===== src/rtl/elevator_scan_ctrl.sv =====
// Single-car elevator controller with direction-collective (SCAN) scheduling,
// door hold/reopen and per-floor travel timing.
module elevator_scan_ctrl #(
    parameter int N_FLOORS   = 8,
    parameter int TRAVEL_CYC = 4,
    parameter int DOOR_CYC   = 6,
    localparam int F_BITS    = (N_FLOORS > 1) ? $clog2(N_FLOORS) : 1
) (
    input  logic                clk,
    input  logic                rst_n,
    input  logic [N_FLOORS-1:0] ext_up,
    input  logic [N_FLOORS-1:0] ext_down,
    input  logic [N_FLOORS-1:0] ext_floor,
    input  logic                door_hold,
    output logic [F_BITS-1:0]   cur_floor,
    output logic [1:0]          cur_cmd,
    output logic                doors_open,
    output logic                dir,
    output logic [N_FLOORS-1:0] u_buttons,
    output logic [N_FLOORS-1:0] d_buttons,
    output logic [N_FLOORS-1:0] f_buttons
);

    localparam int T_BITS = $clog2(TRAVEL_CYC + 1);
    localparam int D_BITS = $clog2(DOOR_CYC + 1);
    localparam logic [T_BITS-1:0] T_LAST = T_BITS'(TRAVEL_CYC - 1);
    localparam logic [D_BITS-1:0] D_LOAD = D_BITS'(DOOR_CYC);
    // No hall-up call exists at the top floor, no hall-down call at floor 0.
    localparam logic [N_FLOORS-1:0] UP_MASK = {1'b0, {(N_FLOORS-1){1'b1}}};
    localparam logic [N_FLOORS-1:0] DN_MASK = {{(N_FLOORS-1){1'b1}}, 1'b0};

    typedef enum logic [1:0] {S_IDLE, S_MOVE, S_DOOR} state_t;

    state_t              r_state;
    logic [F_BITS-1:0]   r_floor;
    logic                r_dir;
    logic [T_BITS-1:0]   r_travel;
    logic [D_BITS-1:0]   r_dwell;
    logic [N_FLOORS-1:0] r_u, r_d, r_f;

    state_t              w_nxt_state;
    logic [F_BITS-1:0]   w_nxt_floor, w_arr, w_serve_floor;
    logic                w_nxt_dir, w_serve, w_rev, w_stop;
    logic [T_BITS-1:0]   w_nxt_travel;
    logic [D_BITS-1:0]   w_nxt_dwell;
    logic [N_FLOORS-1:0] w_pending, w_cur_oh, w_arr_oh, w_serve_oh;
    logic [N_FLOORS-1:0] w_clr_u, w_clr_d, w_clr_f, w_abs_u, w_abs_d, w_abs_f;
    logic                w_here, w_above, w_below;

    function automatic logic f_beyond(input logic [N_FLOORS-1:0] p,
                                      input logic [F_BITS-1:0] f,
                                      input logic up);
        logic r;
        r = 1'b0;
        for (int i = 0; i < N_FLOORS; i++)
            if (p[i] && (up ? (i > int'(f)) : (i < int'(f))))
                r = 1'b1;
        return r;
    endfunction

    function automatic logic [N_FLOORS-1:0] f_onehot(input logic [F_BITS-1:0] f);
        logic [N_FLOORS-1:0] r;
        for (int i = 0; i < N_FLOORS; i++)
            r[i] = (int'(f) == i);
        return r;
    endfunction

    assign w_pending = r_u | r_d | r_f;
    assign w_cur_oh  = f_onehot(r_floor);
    assign w_here    = |(w_pending & w_cur_oh);
    assign w_above   = f_beyond(w_pending, r_floor, 1'b1);
    assign w_below   = f_beyond(w_pending, r_floor, 1'b0);
    assign w_arr     = r_dir ? (r_floor + F_BITS'(1)) : (r_floor - F_BITS'(1));
    assign w_arr_oh  = f_onehot(w_arr);
    assign w_stop    = (|(r_f & w_arr_oh))
                     | (r_dir & (|(r_u & w_arr_oh)))
                     | (!r_dir & (|(r_d & w_arr_oh)))
                     | !f_beyond(w_pending, w_arr, r_dir);

    always_comb begin
        w_nxt_state   = r_state;
        w_nxt_floor   = r_floor;
        w_nxt_dir     = r_dir;
        w_nxt_travel  = r_travel;
        w_nxt_dwell   = r_dwell;
        w_serve       = 1'b0;
        w_serve_floor = r_floor;
        w_serve_oh    = '0;
        w_rev         = 1'b0;
        w_abs_u       = '0;
        w_abs_d       = '0;
        w_abs_f       = '0;
        w_clr_u       = '0;
        w_clr_d       = '0;
        w_clr_f       = '0;
        unique case (r_state)
            S_IDLE: begin
                if (w_here) begin
                    w_nxt_state = S_DOOR;
                    w_serve     = 1'b1;
                end else if (w_above || w_below) begin
                    w_nxt_state  = S_MOVE;
                    w_nxt_travel = '0;
                    if (!(w_above && w_below))
                        w_nxt_dir = w_above;
                end
            end
            S_MOVE: begin
                if (r_travel == T_LAST) begin
                    w_nxt_travel = '0;
                    w_nxt_floor  = w_arr;
                    if (w_stop) begin
                        w_nxt_state   = S_DOOR;
                        w_serve       = 1'b1;
                        w_serve_floor = w_arr;
                    end
                end else begin
                    w_nxt_travel = r_travel + T_BITS'(1);
                end
            end
            S_DOOR: begin
                // Calls at this floor in the service direction just reopen the doors.
                w_abs_f = ext_floor & w_cur_oh;
                w_abs_u = r_dir ? (ext_up & w_cur_oh & UP_MASK) : '0;
                w_abs_d = r_dir ? '0 : (ext_down & w_cur_oh & DN_MASK);
                if (door_hold || (|{w_abs_f, w_abs_u, w_abs_d})) begin
                    w_nxt_dwell = D_LOAD;
                end else if (r_dwell <= D_BITS'(1)) begin
                    if (f_beyond(w_pending, r_floor, r_dir)) begin
                        w_nxt_state  = S_MOVE;
                        w_nxt_travel = '0;
                    end else if (f_beyond(w_pending, r_floor, !r_dir)) begin
                        w_nxt_state  = S_MOVE;
                        w_nxt_travel = '0;
                        w_nxt_dir    = !r_dir;
                    end else begin
                        w_nxt_state = S_IDLE;
                    end
                end else begin
                    w_nxt_dwell = r_dwell - D_BITS'(1);
                end
            end
            default: w_nxt_state = S_IDLE;
        endcase

        if (w_serve) begin
            w_serve_oh  = f_onehot(w_serve_floor);
            w_rev       = !f_beyond(w_pending, w_serve_floor, r_dir);
            w_clr_f     = w_serve_oh;
            w_clr_u     = (r_dir || w_rev) ? w_serve_oh : '0;
            w_clr_d     = (!r_dir || w_rev) ? w_serve_oh : '0;
            w_nxt_dwell = D_LOAD;
            if (w_rev)
                w_nxt_dir = !r_dir;
        end
    end

    always_ff @(posedge clk or negedge rst_n) begin
        if (!rst_n) begin
            r_state  <= S_IDLE;
            r_floor  <= '0;
            r_dir    <= 1'b1;
            r_travel <= '0;
            r_dwell  <= '0;
            r_u      <= '0;
            r_d      <= '0;
            r_f      <= '0;
        end else begin
            r_state  <= w_nxt_state;
            r_floor  <= w_nxt_floor;
            r_dir    <= w_nxt_dir;
            r_travel <= w_nxt_travel;
            r_dwell  <= w_nxt_dwell;
            // A clear at the served floor beats a same-cycle pulse there.
            r_u      <= (r_u | (ext_up    & UP_MASK & ~w_abs_u)) & ~w_clr_u;
            r_d      <= (r_d | (ext_down  & DN_MASK & ~w_abs_d)) & ~w_clr_d;
            r_f      <= (r_f | (ext_floor & ~w_abs_f)) & ~w_clr_f;
        end
    end

    always_comb begin
        cur_cmd = 2'b00;
        unique case (r_state)
            S_MOVE:  cur_cmd = r_dir ? 2'b01 : 2'b10;
            S_DOOR:  cur_cmd = 2'b11;
            default: cur_cmd = 2'b00;
        endcase
    end

    assign cur_floor  = r_floor;
    assign doors_open = (r_state == S_DOOR);
    assign dir        = r_dir;
    assign u_buttons  = r_u;
    assign d_buttons  = r_d;
    assign f_buttons  = r_f;

endmodule


===== config.mk =====
export PLATFORM = sky130hd
export DESIGN_NAME = elevator_scan_ctrl
export DESIGN_NICKNAME = d
export VERILOG_FILES = /design/src/rtl/elevator_scan_ctrl.sv
export SDC_FILE = /design/constraint.sdc
export NUM_CORES = 1
export LEC_CHECK = 0
export CAP_MARGIN = 20
export CORE_MARGIN = 4
export CORE_UTILIZATION = 55
export CTS_CLUSTER_DIAMETER = 30
export DETAILED_ROUTE_END_ITERATION = 8
export GPL_TIMING_DRIVEN = 0
export PLACE_DENSITY_LB_ADDON = 0.12
export SLEW_MARGIN = 5
export SYNTH_ARGS = -nofsm -noshare
export SYNTH_HDL_FRONTEND = slang
export SYNTH_SLANG_ARGS = --single-unit

===== constraint.sdc =====
create_clock -name clk -period 4.2 [get_ports clk]
set_input_delay 1.26 -clock clk [delete_from_list [all_inputs] [get_ports clk]]
set_output_delay 1.26 -clock clk [all_outputs]
set_load 0.005 [all_outputs]

==> impl_metrics.csv <==
group,metric,value,unit
sta,grt_setup_unrepaired,"no",
place,port_buffers,55,
synth,synth_warnings,0,
run_status,status,"complete, no violations",
clock_tree,cts_buffer_depth,2,
grt,antenna_found_initial,0,
sta,timing.final.crit_share,0.973,
synth,yosysTopAreaCell,"dfrtp_1",
job,drv_cap,0,
setup_path,ff2ff_setup_slack,0.17,ns
setup_path,critPathLaunch,"dir",
setup_path,slowest_stage,"dfstp_2",
routing,first_iter_violations,623,
sta,finClkSkew,0.0158,ns
synth,synth_seq_area_share,0.241,
sta,maxSlewHeadroom,0.404,
setup_path,crit_fanout,10,
pwr,p_sw,1440,uW
sta,setup_violations,0,
setup_path,r2r_cells,13,
routing,num_vias,4477,
clock_tree,h-tree-depth,2,
synth,yosysUniqueCellTypes,81,
grt,grt_pass1_wl,22.5,mm
floorplan,die-area,8190,um2
pwr,intPower,1290,uW
setup_path,startpoint_type,"register",
sta,hold_viol,0,
synth,ys.flop_type,"dfrtp_1",
grt,grt_pass1_vias,4143,
routing,wirelength,14.4,mm
setup_path,worst-setup-path-type,"reg2out",
finish,drive_gt1_frac,0.149,
finish,nFillCells,528,
synth,netlist_area,3740,um2
synth,synth_common_cells,"nor2_1, nand2_1, a21oi_1, o21ai_0, dfrtp_1",
floorplan,rows,29,
floorplan,start_util,0.576,
floorplan,die_width,90.5,um
clock_tree,clkLatencyLatePin,0.30,ns
routing,first_pass_iters,6,
setup_path,timing.rr.end,"d_buttons[3]",
synth,syn_nets,496,
grt,overflow,0,
setup_path,cp.required,2.94,ns
synth,avgSynthCellArea,8.23,um2
routing,avgRoutedWirePerCell,24.1,um
routing,vias_per_cell,7.47,
clock_tree,ctsRootBufferMaster,"clkbuf_8",
min_path,hp-class,"reg2reg",
synth,synth_edf_count,0,
pwr,pwr-share-comb,0.714,
clock_tree,cts_tree,"built",
min_path,worstHoldPathCells,1,
grt,grt_max_degree,37,
pwr,power.leakage,0.00168,uW
sta,post-route-min-period,4.09,ns
clock_tree,cts_buffers,5,
finish,syn2layout_area_growth,23.2,%
finish,fin_nets,563,
pwr,power_density,592,nW/um2
synth,ys_ff_latch,36,
setup_path,cp-end-kind,"primary output",
synth,synth_area_leaders,"dfrtp_1, a21oi_1, o21ai_0, nor2_1, ha_1",
setup_path,crit_arrival,2.83,ns
place,place_hpwl,10.6,mm
routing,route.antenna.remaining_nets,0,
setup_path,cp_cell_sequence,"buf_4 > buf_2 > clkbuf_4 > clkbuf_4 > buf_2 > a21oi_1 > nor2b_1 > clkdlybuf4s50_1",
finish,layoutNonFillerInstCount,599,
setup_path,r2r_start,"cur_floor[1]",
place,place_congestion,1.08,
sta,maxSlewViolCount,0,
sta,tightest_slew,0.889,ns
clock_tree,clk_pin_slew,0.09,ns
grt,track_usage,0.345,
sta,fmax,245,MHz
clock_tree,cts.sinks,36,
setup_path,crit_path_max_incr_delay,0.53,ns
floorplan,die_h,90.5,um
finish,antenna_cells,0,
floorplan,fp.coreArea,6490,um2
pwr,power.share.clock,0.106,
synth,syn_inst,455,
pwr,p_sw_frac,0.528,
place,placed_cells,587,
pwr,power_frac_seq,0.180,
synth,synth.most_common_cell,"nor2_1",
finish,final_core_util,0.710,
setup_path,cp-endpoint,"cur_cmd[0]",
pwr,peakVddDrop,0.000336,V
floorplan,ioPinCount,58,
synth,synth_top_area_frac,0.234,
synth,synthArstFlopShare,1.00,
routing,drc_errors,0,
pwr,power,2730,uW
-- what timing repair did --
action / in CTS / in global routing
hold buffers: 0 / 0
hold endpoints to repair: 0 / 0
setup endpoints to repair: 29 / 21
resized for setup: 11 / 15
buffers inserted: 2 / 3
pin swaps: 3 / 1
-- flip-flops by register name, indices dropped and copies added (netlist names) --
name       cells
u_buttons      8
d_buttons      8
r_travel       3
cur_floor      3
f_buttons      8
dir            1
r_state        2
r_dwell        3
-- cells by family (layout without fill, tap and decap cells) --
| family | Yosys count | count (layout) | share of synthesized area |
|---|---|---|---|
| flip-flops | 36 | 36 | 0.241 |
| buffers and inverters | 47 | 114 | 0.0612 |
| AO/OA/AOI/OAI | 177 | 177 | 0.361 |
| XOR/XNOR | 6 | 6 | 0.0231 |
| multiplexers | 15 | 15 | 0.0495 |
| AND/OR/NAND/NOR | 160 | 160 | 0.217 |
| adder cells (fa/ha/maj) | 14 | 14 | 0.0468 |
-- worst max-delay path, delay by kind of cell, from the launching register on --
| family | cells | cell delay [ns] |
|---|---|---|
| buffers and inverters | 6 | 1.75 |
| AO/OA/AOI/OAI | 1 | 0.10 |
| AND/OR/NAND/NOR | 1 | 0.13 |
| flip-flops | 1 | 0.53 |
-- cell type report --
class                   instances  area (um2)  area share
plain buffers                  31         191      0.0415
multi-input cells             372        2660       0.578
repair buffers                 60         596       0.129
flip-flops and latches         36         902       0.196
inverters                      16        66.3      0.0144
well taps                      77        96.3      0.0209
clock buffers                   7        96.3      0.0209
-- power groups by stage --
stage          Clock [uW]  Combinational (uW)  Sequential (uW)
4_1_cts               285                1840              485
5_1_grt               299                2070              499
6_report              289                1950              491
2_1_floorplan           0                1250              471
3_3_place_gp            0                1750              487
3_5_place_dp            0                1770              492
-- through the flow --
stage | hold slack, ns | worst slack [ns] | cell area, um2 | TNS, ns
2_1_floorplan | 0.440 | 0.336 | 3740 | 0
3_3_place_gp | 0.462 | -0.433 | 4390 | -8.12
3_5_place_dp | 0.471 | -0.489 | 4390 | -9.23
4_1_cts | 0.481 | 0.0139 | 4550 | 0
5_1_grt | 0.510 | 0.00392 | 4610 | 0
6_report | 0.483 | 0.113 | 4610 | 0
-- cells in the final DEF, fill, tap and decap left out, types with 6 or more instances in the layout --
cell type,count
clkdlybuf4s50_1,54
o21ai_1,6
nand3_1,19
buf_4,8
a221oi_1,9
mux2i_1,8
ha_1,12
a21oi_1,38
a221oi_2,10
nand2_1,41
or3_1,9
o21ai_0,37
nor2_1,48
o22ai_1,8
o21bai_1,8
inv_1,13
clkbuf_8,7
clkbuf_1,15
nor3_1,6
nor2b_1,7
dfrtp_1,35
-- worst min path at each step --
stage | start | end | slack (ns)
final | r_dwell[2] | r_dwell[2] | 0.48
after global routing | r_dwell[2] | r_dwell[2] | 0.51
after CTS | r_dwell[2] | r_dwell[2] | 0.48
after detailed placement | r_dwell[2] | r_dwell[2] | 0.47
after global placement | r_dwell[2] | r_dwell[2] | 0.46
after floorplan | r_dwell[2] | r_dwell[2] | 0.44
-- routing by layer --
metal  up-vias  share of wire  track usage
met5         -              0            0
met4         0          0.058        0.179
met3        92           0.14       0.0825
met2       434           0.44        0.518
met1      2089           0.37        0.460
li1       1862              -            -
No activity file was read; power rests on OpenSTA's default activity.
